### config.mk
export PLATFORM = sky130hd
export DESIGN_NAME = dac_sample_scheduler
export DESIGN_NICKNAME = d
export VERILOG_FILES = /design/src/rtl/dac_sched_pkg.sv /design/src/rtl/dac_rate_timer.sv /design/src/rtl/dac_sample_scheduler.sv
export SDC_FILE = /design/constraint.sdc
export NUM_CORES = 1
export LEC_CHECK = 0
export CAP_MARGIN = 10
export CORE_ASPECT_RATIO = 0.5
export CORE_MARGIN = 5
export CORE_UTILIZATION = 40
export CTS_BUF_LIST = sky130_fd_sc_hd__clkbuf_8
export DETAILED_ROUTE_END_ITERATION = 8
export SLEW_MARGIN = 20
export SYNTH_ARGS = -nofsm -noshare
export SYNTH_HDL_FRONTEND = slang
export SYNTH_SLANG_ARGS = --single-unit
### constraint.sdc
create_clock -name clk -period 5.1 [get_ports clk]
set_clock_uncertainty 0.1 [all_clocks]
set_input_delay 1.02 -clock clk [delete_from_list [all_inputs] [get_ports clk]]
set_output_delay 1.02 -clock clk [all_outputs]
set_load 0.05 [all_outputs]
### src/rtl/dac_sched_pkg.sv
// rtl/dac_sched_pkg.sv - FSM encoding and timing defaults shared by the DAC sample scheduler
package dac_sched_pkg;

   localparam logic [1:0] ST_IDLE    = 2'd0;
   localparam logic [1:0] ST_START   = 2'd1;
   localparam logic [1:0] ST_WAIT_LO = 2'd2;
   localparam logic [1:0] ST_WAIT_HI = 2'd3;

   // MIN_DIV covers one full two-word transfer of the DAC driver
   localparam int MIN_DIV_DEF = 400;
   localparam int CSN_TO_DEF  = 8;

endpackage

### src/rtl/dac_rate_timer.sv
// rtl/dac_rate_timer.sv - sample-period divider with clamped period latch and tick output
module dac_rate_timer
   import dac_sched_pkg::*;
#(
   parameter int DIV_W   = 16,
   parameter int MIN_DIV = MIN_DIV_DEF
) (
   input  logic             clk,
   input  logic             rstn,
   input  logic             enable,
   input  logic [DIV_W-1:0] div,
   output logic             tick
);

   localparam logic [DIV_W-1:0] MIN_P = DIV_W'(MIN_DIV);

   logic [DIV_W-1:0] count;
   logic [DIV_W-1:0] period;
   logic [DIV_W-1:0] div_eff;
   logic [DIV_W-1:0] period_eff;
   logic             en_q;
   logic             rise;

   assign div_eff    = (div < MIN_P) ? MIN_P : div;
   assign rise       = enable & ~en_q;
   // On the first enabled cycle the latched period is stale, so use div directly
   assign period_eff = rise ? div_eff : period;
   assign tick       = enable & (count == period_eff - DIV_W'(1));

   always_ff @(posedge clk or negedge rstn) begin
      if (!rstn) begin
         count  <= '0;
         period <= '0;
         en_q   <= 1'b0;
      end else begin
         en_q <= enable;
         if (rise || tick) begin
            period <= div_eff;
         end
         if (!enable || tick) begin
            count <= '0;
         end else begin
            count <= count + DIV_W'(1);
         end
      end
   end

endmodule

### src/rtl/dac_sample_scheduler.sv
// rtl/dac_sample_scheduler.sv - paces a two-channel DAC driver at a programmable sample rate
// Define DAC_SCHED_STATS_EN to add saturating overrun/underrun event counters.
module dac_sample_scheduler
   import dac_sched_pkg::*;
#(
   parameter int DATA_W  = 12,
   parameter int DIV_W   = 16,
   parameter int MIN_DIV = MIN_DIV_DEF,
   parameter int CSN_TO  = CSN_TO_DEF
) (
   input  logic              clk,
   input  logic              rstn,
   input  logic              enable,
   input  logic [DIV_W-1:0]  div,
   input  logic [DATA_W-1:0] ch1_data,
   input  logic              ch1_valid,
   output logic              ch1_ready,
   input  logic [DATA_W-1:0] ch2_data,
   input  logic              ch2_valid,
   output logic              ch2_ready,
   input  logic              dac_csn,
   output logic [DATA_W-1:0] dac_din1,
   output logic [DATA_W-1:0] dac_din2,
   output logic              dac_start,
   output logic              busy,
   output logic              overrun,
   output logic [1:0]        underrun,
   output logic              fault,
`ifdef DAC_SCHED_STATS_EN
   output logic [15:0]       ovr_cnt,
   output logic [15:0]       udr_cnt,
`endif
   input  logic              clr_flags
);

   localparam int              TO_W    = $clog2(CSN_TO + 1);
   localparam logic [TO_W-1:0] TO_LAST = TO_W'(CSN_TO - 1);

   logic              tick;
   logic [1:0]        state;
   logic [TO_W-1:0]   to_cnt;
   logic              full1;
   logic              full2;
   logic [DATA_W-1:0] hold1;
   logic [DATA_W-1:0] hold2;
   logic              load1;
   logic              load2;
   logic              accept;
   logic              ovr_evt;
   logic              csn_timeout;
   logic [1:0]        udr_evt;

   dac_rate_timer #(
      .DIV_W   (DIV_W),
      .MIN_DIV (MIN_DIV)
   ) u_timer (
      .clk    (clk),
      .rstn   (rstn),
      .enable (enable),
      .div    (div),
      .tick   (tick)
   );

   assign ch1_ready   = ~full1;
   assign ch2_ready   = ~full2;
   assign load1       = ch1_valid & ch1_ready;
   assign load2       = ch2_valid & ch2_ready;
   assign accept      = tick & (state == ST_IDLE);
   assign ovr_evt     = tick & (state != ST_IDLE);
   assign csn_timeout = (state == ST_WAIT_LO) & dac_csn & (to_cnt == TO_LAST);
   assign udr_evt     = {accept & ~full2, accept & ~full1};
   assign dac_start   = (state == ST_START);
   assign busy        = (state != ST_IDLE);

   // One-deep holding registers; a same-cycle load refills after the old value is consumed
   always_ff @(posedge clk or negedge rstn) begin
      if (!rstn) begin
         full1 <= 1'b0;
         full2 <= 1'b0;
         hold1 <= '0;
         hold2 <= '0;
      end else begin
         full1 <= load1 | (full1 & ~accept);
         full2 <= load2 | (full2 & ~accept);
         if (load1) begin
            hold1 <= ch1_data;
         end
         if (load2) begin
            hold2 <= ch2_data;
         end
      end
   end

   // Empty channels keep their previous DAC word
   always_ff @(posedge clk or negedge rstn) begin
      if (!rstn) begin
         dac_din1 <= '0;
         dac_din2 <= '0;
      end else begin
         if (accept && full1) begin
            dac_din1 <= hold1;
         end
         if (accept && full2) begin
            dac_din2 <= hold2;
         end
      end
   end

   always_ff @(posedge clk or negedge rstn) begin
      if (!rstn) begin
         state  <= ST_IDLE;
         to_cnt <= '0;
      end else begin
         case (state)
            ST_IDLE: begin
               if (tick) begin
                  state <= ST_START;
               end
            end
            ST_START: begin
               state  <= ST_WAIT_LO;
               to_cnt <= '0;
            end
            ST_WAIT_LO: begin
               if (!dac_csn) begin
                  state <= ST_WAIT_HI;
               end else if (to_cnt == TO_LAST) begin
                  state <= ST_IDLE;
               end else begin
                  to_cnt <= to_cnt + TO_W'(1);
               end
            end
            ST_WAIT_HI: begin
               if (dac_csn) begin
                  state <= ST_IDLE;
               end
            end
            default: state <= ST_IDLE;
         endcase
      end
   end

   // Sticky flags: a set event in the same cycle as clr_flags wins
   always_ff @(posedge clk or negedge rstn) begin
      if (!rstn) begin
         overrun  <= 1'b0;
         underrun <= 2'b00;
         fault    <= 1'b0;
      end else begin
         overrun  <= ovr_evt | (overrun & ~clr_flags);
         underrun <= udr_evt | (underrun & {2{~clr_flags}});
         fault    <= csn_timeout | (fault & ~clr_flags);
      end
   end

`ifdef DAC_SCHED_STATS_EN
   logic udr_any;

   assign udr_any = |udr_evt;

   always_ff @(posedge clk or negedge rstn) begin
      if (!rstn) begin
         ovr_cnt <= '0;
         udr_cnt <= '0;
      end else begin
         if (clr_flags) begin
            ovr_cnt <= {15'd0, ovr_evt};
         end else if (ovr_evt && ovr_cnt != 16'hFFFF) begin
            ovr_cnt <= ovr_cnt + 16'd1;
         end
         if (clr_flags) begin
            udr_cnt <= {15'd0, udr_any};
         end else if (udr_any && udr_cnt != 16'hFFFF) begin
            udr_cnt <= udr_cnt + 16'd1;
         end
      end
   end
`endif

endmodule

Word level (Yosys, flattened, before mapping)
Cells that the tools add are included.
Word-level totals
  output and inout bits: 32
  word-level logic and storage cells: 74
  input port bits: 47
  register bits after elaboration: 93
Operators by class
  $lt $le $gt $ge: 1
  mux-type cells: 11
  add/subtract/negate cells: 3
  reductions and logical operators: 10
  equality and inequality tests: 10
  bitwise gates (word level): 25
Operators by type and width (count)
  2-to-1 mux 16 bit: 3
  adder 16 x 1 -> 16 bit, second input constant: 1
  equality test 16 bit: 1
  less-than comparator 16 x 9 -> 1 bit, second input constant: 1
  subtractor 16 x 1 -> 16 bit, second input constant: 1
  bitwise AND 1 bit: 14
  2-to-1 mux 2 bit: 4
  2-to-1 mux 4 bit: 2
  inequality test 2 bit, second input constant: 4
  case mux 2 bit (4 select lines): 1
  case mux 4 bit (2 select lines): 1
  AND reduction 3 bit: 2
  inverter 1 bit: 5
  adder 4 x 1 -> 4 bit, second input constant: 1
  equality test 2 bit, second input constant: 2
  equality test 4 x 3 -> 1 bit, second input constant: 1
  bitwise OR 1 bit: 4
  nonzero test 2 bit: 2
  inequality test 3 x 2 -> 1 bit, second input constant: 1
  bitwise AND 2 bit: 1
  equality test 2 x 1 -> 1 bit, second input constant: 1
  logical AND 1 bit: 2
  logical NOT 2 bit: 1
  logical OR 1 bit: 2
  other kinds (2): 2

Longest topological paths before layout
  word-level depth: 10
  mapped depth: 16
  mapped depth without buffers: 13

Modules after synthesis
Synthesis repeated with hierarchy kept, for this count alone.
Unflattened totals
  cell total of the unflattened synthesis: 421
  area, all modules: 4885.9 µm²
Modules (own cells, without submodules)
  dac_rate_timer: area each 2446.1 µm², cells an instance 264, instances 1, sequential area each 825.8 µm²
  dac_sample_scheduler: area each 2439.8 µm², cells an instance 157, instances 1, sequential area each 1501.4 µm²

Worst setup path after synthesis
OpenSTA, ideal clock, no wires.
  kind: input to register
  start point: input port div[9]
  end point: register dac_din1[10]
  slack: 646 ps
  data arrival time: 4229 ps
  buffers on the path: 1
  data required time: 4875 ps
  cell stages on the path: 14
  library setup time: 125 ps
  cell sequence: nor4_4 -> nand3_1 -> a31oi_1 -> ha_1 -> xnor2_1 -> xor2_1 -> a21oi_1 -> a311oi_1 -> o2111ai_1 -> nor3_1 -> o211ai_2 -> nor3_2 -> buf_6 -> mux2_4
Between the ends
  cells in the longest elaborated chain, start to end: 8
RTL lines
  start, declared: RTL line dac_sample_scheduler.sv:14  | input logic [DIV_W-1:0] div,
  less-than comparator 16 x 9 -> 1 bit: RTL line dac_rate_timer.sv:24  | assign div_eff = (div < MIN_P) ? MIN_P : div;
  2-to-1 mux 16 bit *: RTL line dac_rate_timer.sv:24
  2-to-1 mux 16 bit *: RTL line dac_rate_timer.sv:27  | assign period_eff = rise ? div_eff : period;
  subtractor 16 x 1 -> 16 bit *: RTL line dac_rate_timer.sv:28  | assign tick = enable & (count == period_eff - DIV_W'(1));
  equality test 16 bit *: RTL line dac_rate_timer.sv:28
  bitwise AND 1 bit *: RTL line dac_rate_timer.sv:28
  bitwise AND 1 bit *: RTL line dac_sample_scheduler.sv:68  | assign accept = tick & (state == ST_IDLE);
  logical AND 1 bit *: RTL line dac_sample_scheduler.sv:100  | if (accept && full1) begin
  end signal, assigned: RTL line dac_sample_scheduler.sv:101  | dac_din1 <= hold1;
  end, declared: RTL line dac_sample_scheduler.sv:22  | output logic [DATA_W-1:0] dac_din1,
Every way passes the cells marked *; elsewhere a longest branch is shown, timed or not.
A chain may end at the register's enable or synchronous reset.

Worst setup path after layout
  start point: input port div[5]
  end point: register dac_din1[0]
Same word-level chain as after synthesis.

==> metrics.cfg <==
[outcome]
status = finished, final reports clean

[flow_run]
cap_viol_max_count = 0

[yosys]
synth_edf_count = 0
yosysUniqueCellTypes = 62
synth_flop_cell = dfrtp_1
synth_seq_cells = 93
synth_async_sr_flop_share_pct = 100
synthTopCellsByCount = dfrtp_1, nor2_1, mux2_2
postSynthAreaPerCell_um2 = 11.4
yosysSeqAreaShare_pct = 46.8
synth_area_um2 = 4980
yosys-top-cells-area = dfrtp_1, mux2_2, mux2_4
syn_nets = 487
synth_cells = 437
ys_warn_count = 0
yosysTopAreaCell = dfrtp_1
yosysMostFrequentCell = dfrtp_1
yosys.area.top_type_share_pct = 46.8

[sta]
slew_violations = 0
final_hold_viol_count = 0
max_freq_mhz = 220
rsz0062_at_grt = no
setup_ws_ps = 562
tightest_slew_ps = 1030
finalCritPeriodShare_pct = 89.0
whs_ps = 401
slew_headroom_pct = 31.3
layout_min_cycle_time_ps = 4540
final-setup-viol-count = 0
fin_tns_setup_ps = 0

[place]
dpl.hpwl_um = 8070
post-place-ws_ps = 167
placed_cells = 684
postPlaceCellArea_um2 = 6050
globalplace.congestion = 0.857
io_buffers = 78

[worst_setup_path]
path_cells = clkdlybuf4s50_1 > o311ai_2 > nand3_1 > a31oi_1 > ha_1 > xnor2_1 > xor2_1 > a21oi_1 > a311oi_1 > o2111ai_1 > nor3_1 > o211ai_2 > nor3_2 > buf_12 > mux2_2
critPathKind = in -> reg
cp-end-kind = flip-flop
slowest_stage = clkdlybuf4s50_1
cp_max_fo = 13
r2r_start = u_timer.en_q
max_stage_delay_ps = 500
path_delay_family = compound AO/OA/AOI/OAI gates
required_ps = 5260
reg2reg_to = dac_din1[0]
startpoint_type = input port
worst-path-buf-inv = 2
rrSetupSlack_ps = 1630
reg2reg_depth = 14
arrival_ps = 4700

[clock_tree]
hold_buffers = 0
root_buffer = clkbuf_8
cts.htree.levels = 3
cts_tree = built
clock_latency_ps = 360
cts_resized = 0
post_cts_buffers = 0
clock_sinks = 93
cts_buffer_depth = 2
clkTransAtPathRegs_ps = 90
numCtsBuffers = 9

[die]
dieArea_um2 = 14900
start_util_pct = 41.5
rows = 28
die_x_um = 168
io_pins = 79
die_h_um = 88.9
core_area_um2 = 12000

[detailed_routing]
drt_pass1_iterations = 5
totalWireLength_um = 10900
first_iter_violations = 191
drtAntennaViolNets = 0
viasPerCell = 5.02
wire_per_inst_um = 15.6
drc_errors = 0
vias = 3511

[grt]
antenna_found_initial = 0
grt_start_max_net_pins = 69
grt_pass1_wl_um = 18300
grt_pass1_vias = 3580
grt.overflow.total = 0
grtUsageTotal_pct = 15.4

[layout]
n_antenna_cell = 0
fin_cells = 699
final_core_util_pct = 52.3
drive_above_1_share_pct = 21.5
area_delta_synth_final_pct = 25.9
fin_nets = 580
finalInstanceArea_um2 = 6270
fillers = 1078

[min_path]
hold_path_depth = 1
holdPathEnd = fault
hold_path_class = reg -> reg
holdCritStartpoint = fault

[pwr]
leakage_nw = 2.73
power_density_nw_per_um2 = 284
total_power_mw = 1.78
ir_drop_mv = 0.130

sequential cells by signal, summed over array words and instances, names as in the netlist:
register        flops
underrun            2
dac_din2           12
full2               1
hold1              12
full1               1
hold2              12
u_timer.count      16
dac_din1           12
u_timer.en_q        1
u_timer.period     16
fault               1
overrun             1
state               2
to_cnt              4
cell families after synthesis:
family | Yosys count | synth area share, %
and+or+nand+nor | 135 | 14.4
DFF | 93 | 46.8
muxes | 77 | 18.8
AOI/OAI and AO/OA | 56 | 9.02
xor gates and xnor gates | 40 | 7.04
buffers and inverters | 33 | 3.22
adders and majority gates | 3 | 0.754
where the power goes:
group	internal (mW)	switching [mW]	leakage (nW)
Sequential	0.798	0.0635	1.20
Combinational	0.178	0.187	1.42
Clock	0.280	0.273	0.111
layout make-up:
class | count | area [um2] | share of cell area, %
Multi-Input combinational cell | 311 | 2490 | 39.8
Sequential cell | 93 | 2330 | 37.1
Timing Repair Buffer | 96 | 951 | 15.2
Tap cell | 165 | 206 | 3.29
Clock buffer | 9 | 124 | 1.98
Clock inverter | 6 | 95.1 | 1.52
Inverter | 19 | 71.3 | 1.14
cells in the final DEF, fill, tap and decap left out, types with 4 or more instances in the layout:
cell type and count:
buf_4 16, mux2i_1 16, and3_1 4, xor2_1 17
inv_1 19, a21oi_1 7, nand2_1 28, mux2_2 37
a31oi_1 5, nand3_1 17, clkdlybuf4s50_1 77, dfrtp_1 93
clkbuf_8 9, nor2b_1 5, a22o_1 5, nand2b_1 6
nor2_1 46, o21ai_0 9, mux2_4 24, xnor2_1 23
layer usage:
metal  track usage (%)  vias up  part of all wire, %
met4              4.27        0                  1.0
met3              3.70        7                  2.9
met5                 0        -                    0
li1                  -     1725                    -
met1              21.5     1721                   50
met2              24.5       58                   46
worst max-delay path by stage:
stage / from / end / slack [ps] / cells after the start
after floorplan: div[9] / dac_din1[10] / 650 / 14
after global placement: div[9] / dac_din1[11] / 260 / 15
after detailed placement: div[5] / dac_din1[11] / 170 / 15
after CTS: div[5] / dac_din1[0] / 580 / 15
after global routing: div[5] / dac_din1[0] / 350 / 15
final: div[5] / dac_din1[0] / 560 / 15
Note: power is estimated with default switching activity, not from simulation.
